## src/rtl/niu_pc_unit_if.sv

```systemverilog
// Command/status bundle between the Niu32 control FSM (master) and the PC unit (slave).
// The FSM drives one-cycle command strobes and the unit reports registered PC/RAS state.
interface niu_pc_unit_if #(
    parameter int WORD_SIZE = 32
);
    logic                 stall;
    logic                 ld_pc;
    logic [WORD_SIZE-1:0] pc_in;
    logic                 inc_pc;
    logic                 br_pc;
    logic [WORD_SIZE-1:0] br_off;
    logic                 call;
    logic                 ret;
    logic                 exc;
    logic                 eret;
    logic [WORD_SIZE-1:0] pc_out;
    logic [WORD_SIZE-1:0] epc;
    logic [1:0]           cause;
    logic                 ras_empty;
    logic                 ras_full;
    logic                 ras_ovf;

    modport master (
        output stall, ld_pc, pc_in, inc_pc, br_pc, br_off, call, ret, exc, eret,
        input  pc_out, epc, cause, ras_empty, ras_full, ras_ovf
    );

    modport slave (
        input  stall, ld_pc, pc_in, inc_pc, br_pc, br_off, call, ret, exc, eret,
        output pc_out, epc, cause, ras_empty, ras_full, ras_ovf
    );
endinterface

```

## src/rtl/niu_pc_unit.sv

```systemverilog
// Niu32 program-counter unit: registered PC, exception PC/cause and a circular
// return-address stack, updated by prioritised one-cycle commands.
module niu_pc_unit #(
    parameter int                   WORD_SIZE   = 32,
    parameter int                   INSTR_SIZE  = 4,
    parameter logic [WORD_SIZE-1:0] PC_STARTLOC = 32'h0,
    parameter logic [WORD_SIZE-1:0] EXC_VECTOR  = 32'h00000100,
    parameter int                   RAS_DEPTH   = 8,
    parameter bit                   ALIGN_CHECK = 1'b1
) (
    input  logic            clk,
    input  logic            reset,
    niu_pc_unit_if.slave    i_pcu
);
    localparam int PTR_W = $clog2(RAS_DEPTH);
    localparam int CNT_W = PTR_W + 1;
    localparam logic [WORD_SIZE-1:0] INC_STEP   = WORD_SIZE'(INSTR_SIZE);
    localparam logic [WORD_SIZE-1:0] ALIGN_MASK = WORD_SIZE'(INSTR_SIZE - 1);
    localparam logic [CNT_W-1:0]     CNT_FULL   = CNT_W'(RAS_DEPTH);
    localparam logic [1:0] CAUSE_NONE  = 2'd0;
    localparam logic [1:0] CAUSE_EXT   = 2'd1;
    localparam logic [1:0] CAUSE_ALIGN = 2'd2;
    localparam logic [1:0] CAUSE_UNDER = 2'd3;

    logic [WORD_SIZE-1:0] r_pc;
    logic [WORD_SIZE-1:0] r_epc;
    logic [1:0]           r_cause;
    logic [CNT_W-1:0]     r_cnt;
    logic [PTR_W-1:0]     r_ptr;
    logic                 r_ovf;
    logic [WORD_SIZE-1:0] r_ras [RAS_DEPTH];

    logic [WORD_SIZE-1:0] w_seq_pc;
    logic [WORD_SIZE-1:0] w_br_tgt;
    logic [PTR_W-1:0]     w_top_idx;
    logic [WORD_SIZE-1:0] w_top;
    logic [WORD_SIZE-1:0] w_pc_nxt;
    logic [WORD_SIZE-1:0] w_epc_nxt;
    logic [1:0]           w_cause_nxt;
    logic                 w_push;
    logic                 w_pop;
    logic                 w_trap;
    logic [1:0]           w_trap_cause;

    // r_ptr is the next free slot, so the top of stack sits one below it.
    assign w_seq_pc  = r_pc + INC_STEP;
    assign w_br_tgt  = r_pc + i_pcu.br_off;
    assign w_top_idx = r_ptr - PTR_W'(1);
    assign w_top     = r_ras[w_top_idx];

    function automatic logic f_misaligned(input logic [WORD_SIZE-1:0] target);
        return ALIGN_CHECK && ((target & ALIGN_MASK) != '0);
    endfunction

    always_comb begin
        w_pc_nxt     = r_pc;
        w_epc_nxt    = r_epc;
        w_cause_nxt  = r_cause;
        w_push       = 1'b0;
        w_pop        = 1'b0;
        w_trap       = 1'b0;
        w_trap_cause = CAUSE_NONE;
        if (i_pcu.exc) begin
            w_trap       = 1'b1;
            w_trap_cause = CAUSE_EXT;
        end else if (!i_pcu.stall) begin
            if (i_pcu.eret) begin
                w_pc_nxt    = r_epc;
                w_cause_nxt = CAUSE_NONE;
            end else if (i_pcu.ret) begin
                if (r_cnt == '0) begin
                    w_trap       = 1'b1;
                    w_trap_cause = CAUSE_UNDER;
                end else if (f_misaligned(w_top)) begin
                    w_trap       = 1'b1;
                    w_trap_cause = CAUSE_ALIGN;
                end else begin
                    w_pc_nxt = w_top;
                    w_pop    = 1'b1;
                end
            end else if (i_pcu.ld_pc) begin
                if (f_misaligned(i_pcu.pc_in)) begin
                    w_trap       = 1'b1;
                    w_trap_cause = CAUSE_ALIGN;
                end else begin
                    w_pc_nxt = i_pcu.pc_in;
                    w_push   = i_pcu.call;
                end
            end else if (i_pcu.br_pc) begin
                if (f_misaligned(w_br_tgt)) begin
                    w_trap       = 1'b1;
                    w_trap_cause = CAUSE_ALIGN;
                end else begin
                    w_pc_nxt = w_br_tgt;
                    w_push   = i_pcu.call;
                end
            end else if (i_pcu.inc_pc) begin
                w_pc_nxt = w_seq_pc;
            end
        end
        if (w_trap) begin
            w_pc_nxt    = EXC_VECTOR;
            w_epc_nxt   = r_pc;
            w_cause_nxt = w_trap_cause;
        end
    end

    always_ff @(posedge clk or posedge reset) begin
        if (reset) begin
            r_pc    <= PC_STARTLOC;
            r_epc   <= '0;
            r_cause <= CAUSE_NONE;
            r_cnt   <= '0;
            r_ptr   <= '0;
            r_ovf   <= 1'b0;
        end else begin
            r_pc    <= w_pc_nxt;
            r_epc   <= w_epc_nxt;
            r_cause <= w_cause_nxt;
            // A push while full overwrites the oldest entry, which is the slot at r_ptr.
            if (w_push) begin
                r_ptr <= r_ptr + PTR_W'(1);
                if (r_cnt == CNT_FULL) begin
                    r_ovf <= 1'b1;
                end else begin
                    r_cnt <= r_cnt + CNT_W'(1);
                end
            end else if (w_pop) begin
                r_ptr <= w_top_idx;
                r_cnt <= r_cnt - CNT_W'(1);
            end
        end
    end

    always_ff @(posedge clk) begin
        if (w_push) begin
            r_ras[r_ptr] <= w_seq_pc;
        end
    end

    assign i_pcu.pc_out    = r_pc;
    assign i_pcu.epc       = r_epc;
    assign i_pcu.cause     = r_cause;
    assign i_pcu.ras_empty = (r_cnt == '0);
    assign i_pcu.ras_full  = (r_cnt == CNT_FULL);
    assign i_pcu.ras_ovf   = r_ovf;
endmodule

```

## src/flat_wrapper.sv

```systemverilog
// flat-port wrapper written by rule: the top's interface ports become plain ports
module niu_pc_unit_flat 
#(
    parameter int                   WORD_SIZE   = 32,
    parameter int                   INSTR_SIZE  = 4,
    parameter logic [WORD_SIZE-1:0] PC_STARTLOC = 32'h0,
    parameter logic [WORD_SIZE-1:0] EXC_VECTOR  = 32'h00000100,
    parameter int                   RAS_DEPTH   = 8,
    parameter bit                   ALIGN_CHECK = 1'b1
)
  (clk, reset, i_pcu_stall, i_pcu_ld_pc, i_pcu_pc_in, i_pcu_inc_pc, i_pcu_br_pc, i_pcu_br_off, i_pcu_call, i_pcu_ret, i_pcu_exc, i_pcu_eret, i_pcu_pc_out, i_pcu_epc, i_pcu_cause, i_pcu_ras_empty, i_pcu_ras_full, i_pcu_ras_ovf);
  niu_pc_unit_if #(.WORD_SIZE(WORD_SIZE)) i_pcu_i ();
  input  logic clk;
  input  logic reset;
  input wire logic [$bits(i_pcu_i.stall)-1:0] i_pcu_stall;
  input wire logic [$bits(i_pcu_i.ld_pc)-1:0] i_pcu_ld_pc;
  input wire logic [$bits(i_pcu_i.pc_in)-1:0] i_pcu_pc_in;
  input wire logic [$bits(i_pcu_i.inc_pc)-1:0] i_pcu_inc_pc;
  input wire logic [$bits(i_pcu_i.br_pc)-1:0] i_pcu_br_pc;
  input wire logic [$bits(i_pcu_i.br_off)-1:0] i_pcu_br_off;
  input wire logic [$bits(i_pcu_i.call)-1:0] i_pcu_call;
  input wire logic [$bits(i_pcu_i.ret)-1:0] i_pcu_ret;
  input wire logic [$bits(i_pcu_i.exc)-1:0] i_pcu_exc;
  input wire logic [$bits(i_pcu_i.eret)-1:0] i_pcu_eret;
  output wire logic [$bits(i_pcu_i.pc_out)-1:0] i_pcu_pc_out;
  output wire logic [$bits(i_pcu_i.epc)-1:0] i_pcu_epc;
  output wire logic [$bits(i_pcu_i.cause)-1:0] i_pcu_cause;
  output wire logic [$bits(i_pcu_i.ras_empty)-1:0] i_pcu_ras_empty;
  output wire logic [$bits(i_pcu_i.ras_full)-1:0] i_pcu_ras_full;
  output wire logic [$bits(i_pcu_i.ras_ovf)-1:0] i_pcu_ras_ovf;
  assign i_pcu_i.stall = i_pcu_stall;
  assign i_pcu_i.ld_pc = i_pcu_ld_pc;
  assign i_pcu_i.pc_in = i_pcu_pc_in;
  assign i_pcu_i.inc_pc = i_pcu_inc_pc;
  assign i_pcu_i.br_pc = i_pcu_br_pc;
  assign i_pcu_i.br_off = i_pcu_br_off;
  assign i_pcu_i.call = i_pcu_call;
  assign i_pcu_i.ret = i_pcu_ret;
  assign i_pcu_i.exc = i_pcu_exc;
  assign i_pcu_i.eret = i_pcu_eret;
  assign i_pcu_pc_out = i_pcu_i.pc_out;
  assign i_pcu_epc = i_pcu_i.epc;
  assign i_pcu_cause = i_pcu_i.cause;
  assign i_pcu_ras_empty = i_pcu_i.ras_empty;
  assign i_pcu_ras_full = i_pcu_i.ras_full;
  assign i_pcu_ras_ovf = i_pcu_i.ras_ovf;
  niu_pc_unit #(.WORD_SIZE(WORD_SIZE), .INSTR_SIZE(INSTR_SIZE), .PC_STARTLOC(PC_STARTLOC), .EXC_VECTOR(EXC_VECTOR), .RAS_DEPTH(RAS_DEPTH), .ALIGN_CHECK(ALIGN_CHECK)) u_core (.clk(clk), .reset(reset), .i_pcu(i_pcu_i));
endmodule
```

## config.mk

```make
export PLATFORM = sky130hd
export DESIGN_NAME = niu_pc_unit_flat
export DESIGN_NICKNAME = d
export VERILOG_FILES = /design/src/rtl/niu_pc_unit_if.sv /design/src/rtl/niu_pc_unit.sv /design/src/flat_wrapper.sv
export SDC_FILE = /design/constraint.sdc
export NUM_CORES = 1
export LEC_CHECK = 0
export ABC_AREA = 1
export BUFFER_PORTS_ARGS = -buffer_cell sky130_fd_sc_hd__buf_2
export CAP_MARGIN = 20
export CELL_PAD_IN_SITES_DETAIL_PLACEMENT = 1
export CELL_PAD_IN_SITES_GLOBAL_PLACEMENT = 1
export CORE_AREA = 2 2 208 210
export CTS_CLUSTER_DIAMETER = 150
export CTS_CLUSTER_SIZE = 14
export DETAILED_ROUTE_END_ITERATION = 7
export DIE_AREA = 0 0 210 212
export PLACE_DENSITY_LB_ADDON = 0.1
export SETUP_SLACK_MARGIN = 0.3
export SLEW_MARGIN = 20
export SYNTH_ARGS = -nofsm -noshare
export SYNTH_HDL_FRONTEND = slang
export SYNTH_SLANG_ARGS = --single-unit
```

## constraint.sdc

```tcl
create_clock -name clk -period 4.72 [get_ports clk]
set_clock_uncertainty 0.1 [all_clocks]
set_input_delay 0.236 -clock clk [delete_from_list [all_inputs] [get_ports clk]]
set_output_delay 0.236 -clock clk [all_outputs]
set_load 0.01 [all_outputs]
```

==> metrics.txt, run 1 <==
run status=complete, no violations; sequential-to-total area share from yosys stat=0.542; placed cells=about 2700; Die Area=approximately 45000 um2; Ys Warns=0; VDD IR max=296 uV; worst r2r path cells=14; Finished Layout Cells=2738; Worst Path Required=approximately 5 ns; post-route DRC violation count=0; Final nets=between 2000 and 2500; Clock Sinks=330; Vias=around 15000; CTS tree=done; GR Layer Usage met3=0.0328; final period utilization=0.805; Ports=~140; final setup violation count=0; vias per inst=~5.5; WHS Endpoint=u_core.i_pcu.pc_out[30]$_DFFE_PP0P_; HP Start=i_pcu_pc_in[30]; worst min path class=in2reg; commonest non-fill, non-tap cell in the layout=nand2_1; Netlist cell types=44; startpoint types=register; num rows=76; global-route wire length before repair=93600 um; RSZ-0062 raised after global routing=no; grt total ovfl=0; post-synthesis cell count=about 2100; max_cap viols=0; Core Util, Final=0.462; Iter 0 DRT Violations=971; insertion delay to the later sink of the worst-skew pair=between 0.5 and 0.6 ns; met1 Track Usage GR=0.375; area of the core=about 43000 um2; Syn Std Cell Area=17600 um2; Fin. Hold Viols=0; arrival time at the worst endpoint=about 4.2 ns; Worst setup EP type=register; EDFF count, synth=256; crit path kind=reg2reg; CTS max path bufs=3; FF-to-FF Start=u_core.r_ptr[0]$_DFFE_PP0P_; Relative slew margins=0.354; average wire per standard cell=around 23 um; R2R Setup Slk=between 0.9 and 1 ns; Setup crit start=u_core.r_ptr[0]$_DFFE_PP0P_; total power=~10 mW; Yosys reg bits=330; FF-to-FF End=u_core.i_pcu.pc_out[7]$_DFFE_PP0P_; DRT Wirelength=around 62000 um; Mapped Avg Cell Area=between 8 and 9 um2; grt met2 use=0.472; Post-CTS Setup Bufs=0; P_leak=8.81 nW; GR peak layer=met2; clock-pin slew on the worst setup and hold paths=0.08 ns; port bufs=~140; WHS=~0.011 ns; antenna violations before repair=1; vias in the first global route=around 15000; chip height=about 210 um; H-tree depth=1; post-route ant nets=0; Syn Nets=2168; Starting Density=0.414; most frequent cells in the layout=nand2_1, edfxtp_1, inv_1; Detailed Place HPWL=roughly 46000 um; PwrDens=~530 nW/um2; hold path cells=7; total track usage=0.281; Async S/R FF share, synth=0.224; Fmax achieved=263 MHz; Initial DRT Pass Iterations=5; root buffer cell=clkbuf_16; die width=between 200 and 250 um; Placer Congestion=0.932; Num CTS Buffers=27; worst-path fanout max=48; pin count of the biggest net entering global routing=74; synth-to-layout area growth=11.6%; Slew Limit Fails=0; Slew @ Worst Pin=a little under 1 ns; Main synth FF type=edfxtp_1; share of cells above drive strength 1=0.101; crit path time final=between 3 and 4 ns
power by group:
group          switching [mW]  leakage (nW)  internal (mW)
logic                    3.13          5.13           1.31
registers               0.337          3.31           3.43
clock network            1.04         0.366           1.08
total                    4.51          8.81           5.82
metal layers:
metal	share of wire	vias up
met2	0.47	424
li1	-	7064
met3	0.054	87
met1	0.44	7364
met4	0.040	0
met5	0	-
how the worst max path moves through the flow:
stage          slack [ns]  cells after the start                                   to
2_1_floorplan       -0.02                      7         u_core.r_ras[5][0]$_DFFE_PP_
3_3_place_gp         1.02                     14   u_core.i_pcu.pc_out[5]$_DFFE_PP0P_
3_5_place_dp         0.97                     14   u_core.i_pcu.pc_out[7]$_DFFE_PP0P_
4_1_cts              0.97                     14  u_core.i_pcu.pc_out[10]$_DFFE_PP0P_
5_1_grt              0.64                     13  u_core.i_pcu.pc_out[11]$_DFFE_PP0P_
6_report             0.92                     14   u_core.i_pcu.pc_out[7]$_DFFE_PP0P_
stage by stage:
step	setup TNS (ns)	area, um2	worst slack, ns
finish	0	19600	0.921
CTS	0	19600	0.968
global route	0	19600	0.637
detailed placement	0	18800	0.974
global placement	0	18800	1.02
floorplan	-4.43	17600	-0.0212
logic make-up (layout without fill, tap and decap cells):
kind of cell | after synthesis | count (layout) | synth area share
DFF | 330 | 330 | 0.542
AOI/OAI and AO/OA | 314 | 314 | 0.107
xor gates and xnor gates | 24 | 24 | 0.0124
other | 0 | 1 | 0
adders and majority gates | 38 | 38 | 0.0279
and+or+nand+nor | 1016 | 1016 | 0.235
buffers and inverters | 334 | 469 | 0.0751
worst max-delay path, cell delays in order (launching register included):
cell and delay, ns:
dfrtp_4 0.41, clkinv_2 0.41, ha_1 0.52, buf_4 0.51, nor2_1 0.11, o21ai_1 0.10, nand3_1 0.08, nand2_1 0.15
nand4_4 0.14, a21oi_4 0.34, buf_4 0.35, nand2_1 0.20, nand2_1 0.13, nand3b_1 0.08, nand2_1 0.08
final cells by class:
cell class              instances  area [um2]
inverters                     250         941
repair buffers                169         918
clock inverters                 2        17.5
multi-input cells            1392        6780
clock buffers                  48         754
flip-flops and latches        330        9540
well taps                     546         683
fillers                      5072       22900
diodes                          1        2.50
flip-flops by register name (all words and copies together), names as in the netlist:
register and cells:
u_core.r_ptr 3, u_core.r_cnt 4, u_core.i_pcu.ras_ovf 1, u_core.i_pcu.pc_out 32, u_core.r_ras 256, u_core.i_pcu.cause 2
u_core.i_pcu.epc 32
synthesized netlist by cell type (11+ instances only):
cell	n	share of area
a21oi_1	144	0.041
a22oi_1	30	0.013
a32o_1	20	0.011
buf_2	29	0.0082
clkbuf_1	40	0.0085
dfrtp_1	74	0.11
edfxtp_1	256	0.44
ha_1	36	0.026
inv_1	247	0.053
nand2_1	726	0.15
nand3_1	113	0.032
nand3b_1	11	0.0047
nand4_1	24	0.0085
nor2_1	106	0.023
nor3_1	25	0.0071
o211ai_1	21	0.0090
o21ai_0	60	0.017
o21ai_1	13	0.0037
xor2_1	19	0.0095
timing repair:
| item | 4_1_cts | 5_1_grt |
|---|---|---|
| endpoints found under the setup margin | 0 | 0 |
| hold buffers | 2 | 0 |
| endpoints found under the hold margin | 34 | 0 |
| resized for setup | 0 | 0 |
(Power assumes the default switching activity.)
==> run 2: changes to the inputs <==
--- a/config.mk
+++ b/config.mk
@@ -5,16 +5,16 @@
 export SDC_FILE = /design/constraint.sdc
 export NUM_CORES = 1
 export LEC_CHECK = 0
-export ABC_AREA = 1
+export ABC_AREA = 0
 export BUFFER_PORTS_ARGS = -buffer_cell sky130_fd_sc_hd__buf_2
 export CAP_MARGIN = 20
 export CELL_PAD_IN_SITES_DETAIL_PLACEMENT = 1
 export CELL_PAD_IN_SITES_GLOBAL_PLACEMENT = 1
-export CORE_AREA = 2 2 208 210
+export CORE_AREA = 2 2 194 196
 export CTS_CLUSTER_DIAMETER = 150
 export CTS_CLUSTER_SIZE = 14
 export DETAILED_ROUTE_END_ITERATION = 7
-export DIE_AREA = 0 0 210 212
+export DIE_AREA = 0 0 196 198
 export PLACE_DENSITY_LB_ADDON = 0.1
 export SETUP_SLACK_MARGIN = 0.3
 export SLEW_MARGIN = 20
==> constraint.sdc (replaced) <==
create_clock -name clk -period 3.1 [get_ports clk]
set_clock_uncertainty 0.1 [all_clocks]
set_input_delay 0.155 -clock clk [delete_from_list [all_inputs] [get_ports clk]]
set_output_delay 0.155 -clock clk [all_outputs]
set_load 0.01 [all_outputs]
==> run 2 against run 1 <==
Net effect: flip-flop and latch count is the same; setup slack got worse by 0.70 ns; combinational power grew 59%; global-route usage is 0.19 points higher; clock power increased by 57%; power increased by 54%; clock-buffer cell count unchanged; synthesized area decreased by 9.0%; worst hold slack improved by 0.0065 ns; sequential power up 47%; cell area rose by 4.5%; first-iteration DRC count is 6.3% lower.
==> metrics.txt, run 2 <==
startpoint types=register (unchanged); synth-to-layout area growth=28.3% (was 11.6%); WP buf/inv=4 (was 3); Fmax achieved=347 MHz (was 263 MHz); chip height=198 um (was 212 um); pin count of the biggest net entering global routing=56 (was 74); sequential-to-total area share from yosys stat=0.596 (was 0.542); num rows=71 (was 76); CTS max path bufs=3 (unchanged); Max stage delay on crit path=0.50 ns (was 0.52 ns); Yosys reg bits=330 (unchanged); vias per inst=5.98 (was 5.46); Most flops, register=u_core.r_ras (unchanged); Synth area leader=edfxtp_1 (unchanged); RSZ-0062 raised after global routing=yes (was no); total track usage=0.283 (was 0.281); EDFF count, synth=256 (unchanged); Num CTS Buffers=27 (unchanged); max reg flops=256 (unchanged); average wire per standard cell=27.8 um (was 22.7 um); Starting Density=0.433 (was 0.414); global-route wire length before repair=80900 um (was 93600 um); total power=15.9 mW (was 10.3 mW); Clock Sinks=330 (unchanged); clock-pin slew on the worst setup and hold paths=0.08 ns (about the same); arrival time at the worst endpoint=3.31 ns (was 4.20 ns); commonest non-fill, non-tap cell in the layout=edfxtp_1 (was nand2_1); Syn Std Cell Area=16000 um2 (was 17600 um2); Worst setup EP type=register (unchanged); Main synth FF type=edfxtp_1 (unchanged); Vias=12300 (was 14900); max_cap viols=0 (unchanged); CTS tree=done (unchanged); Netlist cell types=74 (was 44); final period utilization=0.929 (was 0.805); post-synthesis cell count=1255 (was 2056); Mapped Avg Cell Area=12.8 um2 (was 8.56 um2); Ys Warns=0 (unchanged); antenna violations before repair=0 (was 1); post-route DRC violation count=0 (unchanged); worst min path class=in2reg (unchanged); insertion delay to the later sink of the worst-skew pair=0.58 ns (was 0.57 ns); crit path kind=reg2reg (unchanged); root buffer cell=clkbuf_16 (unchanged); P_leak=8.00 nW (was 8.81 nW); port bufs=142 (unchanged); grt total ovfl=0 (unchanged); Placer Congestion=0.926 (was 0.932); Async S/R FF share, synth=0.224 (unchanged); Cell Chain, Critical Path=inv_8 -> ha_4 -> mux4_2 -> mux2i_2 -> nand4_1 -> o211a_1 -> or2_4 -> buf_12 -> buf_8 -> o41ai_2 -> buf_4 (was clkinv_2 -> ha_1 -> buf_4 -> nor2_1 -> o21ai_1 -> nand3_1 -> nand2_1 -> nand4_4 -> a21oi_4 -> buf_4 -> nand2_1 -> nand2_1 -> nand3b_1 -> nand2_1); VDD IR max=535 uV (was 296 uV); worst-path fanout max=7 (was 48); Core Util, Final=0.556 (was 0.462); H-tree depth=1 (unchanged); die width=196 um (was 210 um); final setup violation count=0 (unchanged); Iter 0 DRT Violations=910 (was 971); Area contributors post-synth=edfxtp_1, dfrtp_1, mux4_2, nand2_1, ha_1 (was edfxtp_1, nand2_1, dfrtp_1, inv_1, a21oi_1); Detailed Place HPWL=37700 um (was 46300 um); Final nets=1676 (was 2282); area of the core=37000 um2 (was 42500 um2); Slowest-stage cell, CP=dfrtp_4 (was ha_1); vias in the first global route=12700 (was 15400); Slew Limit Fails=0 (unchanged); Syn Nets=1367 (was 2168); share of cells above drive strength 1=0.326 (was 0.101); CP delay by family, top=multiplexers (was buffers and inverters); Initial DRT Pass Iterations=5 (unchanged); top cells by count, synth=edfxtp_1, nand2_1, nor2_1, dfrtp_1, a21oi_1 (was nand2_1, edfxtp_1, inv_1, a21oi_1, nand3_1); Ports=143 (unchanged); run status=complete, no violations (unchanged); post-route ant nets=0 (unchanged); Worst Path Required=3.53 ns (was 5.12 ns); PwrDens=776 nW/um2 (was 526 nW/um2); most common cell in the netlist=edfxtp_1 (was nand2_1); most frequent cells in the layout=edfxtp_1, nand2_1, buf_4 (was nand2_1, edfxtp_1, inv_1); Slew @ Worst Pin=0.886 ns (was 0.965 ns); Fin. Hold Viols=0 (unchanged); crit path time final=2.88 ns (was 3.80 ns); Synth top area share=0.480 (was 0.437); Die Area=38800 um2 (was 44500 um2); DRT Wirelength=57200 um (was 62300 um); ant diodes=0 (was 1); Relative slew margins=0.405 (was 0.354)
run 2: cell types whose count changed after synthesis, sizes merged, moves of 16 or more:
cell,previous run,this run
buf,43,24
a21o,1,17
a21oi,145,68
nand2,729,191
nand3,113,31
mux4,0,64
inv,250,14
a32o,20,3
a211oi,0,18
xnor2,4,35
nand4,25,9
a22oi,30,2
run 2: stage by stage:
stage | setup WS (ns) | cell area, um2 | cells | hold WS [ns] | TNS, ns
after floorplan | -0.0553 | 16300 | 1255 | 0.205 | -3.59
after global placement | -0.000830 | 18500 | 1934 | 0.120 | -0.000830
after detailed placement | -0.00984 | 18500 | 1934 | 0.120 | -0.00984
after CTS | 0.284 | 19700 | 2014 | 0.00618 | 0
after global routing | 0.129 | 20500 | 2059 | 0.0602 | 0
final | 0.219 | 20500 | 2059 | 0.0178 | 0
run 2: final cells by class:
cell class,count,area [um2]
Sequential cell,330,9550
Multi-Input combinational cell,842,6730
Tap cell,474,593
Clock inverter,2,23.8
Fill cell,3770,16400
Inverter,16,68.8
Timing Repair Buffer,347,2800
Clock buffer,48,776
run 2: worst min-delay path: stages:
cell      delay (ns)
buf_2           0.10
ha_4            0.14
a221oi_1        0.08
o41ai_2         0.19
run 2: path summary, 6_finish.rpt:
kind,start,slack (ns),cells after the start,endpoint
max,u_core.r_ptr[0]$_DFFE_PP0P_,0.22,11,u_core.i_pcu.pc_out[13]$_DFFE_PP0P_
min,i_pcu_br_off[0],0.02,4,u_core.i_pcu.pc_out[0]$_DFFE_PP0P_
max reg2reg,u_core.r_ptr[0]$_DFFE_PP0P_,0.22,11,u_core.i_pcu.pc_out[13]$_DFFE_PP0P_
min reg2reg,u_core.i_pcu.ras_ovf$_DFFE_PP0P_,0.36,1,u_core.i_pcu.ras_ovf$_DFFE_PP0P_
max in group asynchronous,reset,2.11,4,u_core.i_pcu.epc[22]$_DFFE_PP0N_
min in group asynchronous,reset,0.06,3,u_core.i_pcu.epc[0]$_DFFE_PP0N_
run 2: report_power, final:
part           switching, mW  total [mW]  leakage (nW)  internal [mW]
Sequential             0.335        5.55          3.31           5.21
Combinational           3.86        7.06          4.32           3.19
Clock                   1.64        3.34         0.380           1.70
run 2: timing repair:
action,4_1_cts,5_1_grt
endpoints found under the setup margin,75,125
setup buffers,12,34
gates cloned,0,11
gates resized for setup,35,50
hold buffers,18,0
pin swaps,26,32
endpoints found under the hold margin,90,0
run 2: cell families after synthesis:
logic type	synth area share
AND/OR/NAND/NOR	0.110
flip-flops	0.596
AO/OA/AOI/OAI	0.111
buffers and inverters	0.0227
multiplexers	0.0981
XOR/XNOR	0.0312
adder cells (fa/ha/maj)	0.0307
run 2: layer usage:
layer	vias to the layer above	share of wire	GRT usage
met2	429	0.50	0.492
li1	5396	-	-
met4	0	0.029	0.0825
met5	-	0	0
met1	6394	0.42	0.381
met3	96	0.050	0.0255
==> run 3: changes to the inputs <==
--- a/config.mk
+++ b/config.mk
@@ -11,6 +11,7 @@
 export CELL_PAD_IN_SITES_DETAIL_PLACEMENT = 1
 export CELL_PAD_IN_SITES_GLOBAL_PLACEMENT = 1
 export CORE_AREA = 2 2 194 196
+export CTS_BUF_LIST = sky130_fd_sc_hd__clkbuf_16
 export CTS_CLUSTER_DIAMETER = 150
 export CTS_CLUSTER_SIZE = 14
 export DETAILED_ROUTE_END_ITERATION = 7
==> run 3 against run 2 <==
Net effect: global-route usage unchanged; worst hold slack improved by 0.0023 ns; final cell count unchanged; power decreased by 0.34%; wire length about the same; critical path depth unchanged; combinational power about the same; largest power group unchanged.
==> metrics.txt, run 3 (synthesis results as in run 2) <==
run status=complete, no violations (unchanged); Max stage delay on crit path=0.50 ns (about the same); DP Worst Slack=-0.00984 ns (unchanged); placed cells=1934 (unchanged); post-route ant nets=0 (unchanged); Final nets=1676 (unchanged); average wire per standard cell=27.8 um (about the same); global-route wire length before repair=80900 um (unchanged); FF-to-FF Start=u_core.r_ptr[0]$_DFFE_PP0P_ (unchanged); final setup violation count=0 (unchanged); vias in the first global route=12700 (unchanged); sequential cell area=9550 um2 (unchanged); total power=15.9 mW (about the same); Clock Sinks=330 (unchanged); post-route DRC violation count=0 (unchanged); PwrDens=774 nW/um2 (was 776 nW/um2); max_cap viols=0 (unchanged); CTS max path bufs=3 (unchanged); vias per inst=5.98 (about the same); Slowest-stage cell, CP=dfrtp_4 (unchanged); WHS Endpoint=u_core.i_pcu.pc_out[0]$_DFFE_PP0P_ (unchanged); synth-to-layout area growth=28.3% (unchanged); area of the multi-input gates=6730 um2 (unchanged); VDD IR max=535 uV (about the same); antenna violations before repair=0 (unchanged); switch share=0.368 (was 0.366); hold path cells=4 (unchanged); clock-pin slew on the worst setup and hold paths=0.08 ns (about the same); Final Instance Area=20500 um2 (unchanged); H-tree depth=1 (unchanged); share of cells above drive strength 1=0.326 (unchanged); arrival time at the worst endpoint=3.30 ns (was 3.31 ns); WHS=0.0201 ns (was 0.0178 ns); Worst setup EP type=register (unchanged); Relative slew margins=0.386 (was 0.405); root buffer cell=clkbuf_16 (unchanged); HP Start=i_pcu_br_off[0] (unchanged); Die Area=38800 um2 (unchanged); crit path kind=reg2reg (unchanged); commonest non-fill, non-tap cell in the layout=edfxtp_1 (unchanged); Cell Chain, Critical Path=inv_8 -> ha_4 -> mux4_2 -> mux2i_2 -> nand4_1 -> o211a_1 -> or2_4 -> buf_12 -> buf_8 -> o41ai_2 -> buf_4 (unchanged); area post-placement=18500 um2 (unchanged); port bufs=142 (unchanged); worst r2r path cells=11 (unchanged); Flop pwr share=0.349 (was 0.348); Finished Layout Cells=2059 (unchanged); area of the core=37000 um2 (unchanged); Core Util, Final=0.556 (unchanged); crit path time final=2.87 ns (was 2.88 ns); most frequent cells in the layout=edfxtp_1, nand2_1, buf_4 (unchanged); Slew Limit Fails=0 (unchanged); pin count of the biggest net entering global routing=56 (unchanged); CTS tree=done (unchanged); Clock Power Share=0.206 (was 0.209); num rows=71 (unchanged); R2R Setup Slk=0.23 ns (was 0.22 ns); Cell Int Power=10.0 mW (was 10.1 mW); ant diodes=0 (unchanged); grt total ovfl=0 (unchanged); DRT Wirelength=57300 um (was 57200 um); Final WS setup=0.226 ns (was 0.219 ns); total track usage=0.283 (unchanged); Vias=12300 (about the same); Iter 0 DRT Violations=896 (was 910); Fin. Hold Viols=0 (unchanged); Fmax achieved=348 MHz (was 347 MHz); Detailed Place HPWL=37700 um (unchanged); Placer Congestion=0.926 (unchanged); die width=196 um (unchanged); Most flops, register=u_core.r_ras (unchanged); final period utilization=0.927 (was 0.929); startpoint types=register (unchanged); Sw Pwr=5.85 mW (was 5.83 mW); max reg flops=256 (unchanged); chip height=198 um (unchanged); insertion delay to the later sink of the worst-skew pair=0.58 ns (about the same); Slew @ Worst Pin=0.914 ns (was 0.886 ns); Starting Density=0.433 (unchanged); Initial DRT Pass Iterations=5 (unchanged); setup_tns=0 ns (unchanged); P_leak=8.09 nW (was 8.00 nW); power share of the combinational group=0.445 (was 0.443); worst-path fanout max=7 (unchanged); Ports=143 (unchanged); fill cell count=3770 (unchanged); RSZ-0062 raised after global routing=yes (unchanged); Worst Path Required=3.53 ns (about the same); Num CTS Buffers=27 (unchanged); FF-to-FF End=u_core.i_pcu.pc_out[13]$_DFFE_PP0P_ (unchanged); worst min path class=in2reg (unchanged)
## run 3: cell count changes in the layout (fill, tap and decap cells not counted)
cell      previous run  this run
clkbuf_1            20         0
inv_1               11        31
## run 3: how the worst max path moves through the flow
| stage | start | endpoint | slack [ns] | cells past startpoint |
|---|---|---|---|---|
| after global placement | u_core.i_pcu.pc_out[0]$_DFFE_PP0P_ | u_core.i_pcu.pc_out[8]$_DFFE_PP0P_ | -0.0008 | 10 |
| after CTS | u_core.i_pcu.pc_out[0]$_DFFE_PP0P_ | u_core.i_pcu.pc_out[30]$_DFFE_PP0P_ | 0.28 | 10 |
| after detailed placement | u_core.i_pcu.pc_out[0]$_DFFE_PP0P_ | u_core.i_pcu.pc_out[8]$_DFFE_PP0P_ | -0.01 | 10 |
| after floorplan | u_core.i_pcu.pc_out[0]$_DFFE_PP0P_ | u_core.r_ras[0][0]$_DFFE_PP_ | -0.06 | 7 |
| final | u_core.r_ptr[0]$_DFFE_PP0P_ | u_core.i_pcu.pc_out[13]$_DFFE_PP0P_ | 0.23 | 11 |
| after global routing | u_core.r_ptr[0]$_DFFE_PP0P_ | u_core.i_pcu.pc_out[13]$_DFFE_PP0P_ | 0.13 | 11 |
## run 3: per-layer routing
metal	up-vias	wire length, um	track usage
li1	5393	-	-
met4	0	1700	0.0825
met1	6432	24500	0.381
met2	398	28500	0.492
met5	-	0	0
met3	94	2510	0.0255
## run 3: timing repair
action,in CTS,in global routing
buffers inserted,12,34
setup endpoints to repair,75,125
endpoints found under the hold margin,90,0
cloned,0,11
pin swaps,26,32
gates resized for setup,35,50
hold buffers,18,0
## run 3: cell type report
type | count | area share
Sequential cell | 330 | 0.465
Multi-Input combinational cell | 842 | 0.328
Timing Repair Buffer | 347 | 0.136
Clock buffer | 28 | 0.0341
Tap cell | 474 | 0.0289
Clock inverter | 22 | 0.00481
Inverter | 16 | 0.00335
## run 3: critical path, delay by kind of cell, from the launching register on
family                     cells  cell delay [ns]
adders and majority gates      1             0.31
AOI/OAI and AO/OA              2             0.43
buffers and inverters          4             0.47
DFF                            1             0.50
muxes                          2             0.53
and+or+nand+nor                2             0.50
## run 3: power by group through the flow
| stage | combinational (mW) | clock, mW | sequential, mW |
|---|---|---|---|
| floorplan | 3.80 | 0 | 5.66 |
| global placement | 6.13 | 0 | 5.62 |
| detailed placement | 6.24 | 0 | 5.63 |
| CTS | 6.50 | 3.32 | 5.53 |
| global route | 7.54 | 3.46 | 5.58 |
| finish | 7.06 | 3.27 | 5.55 |
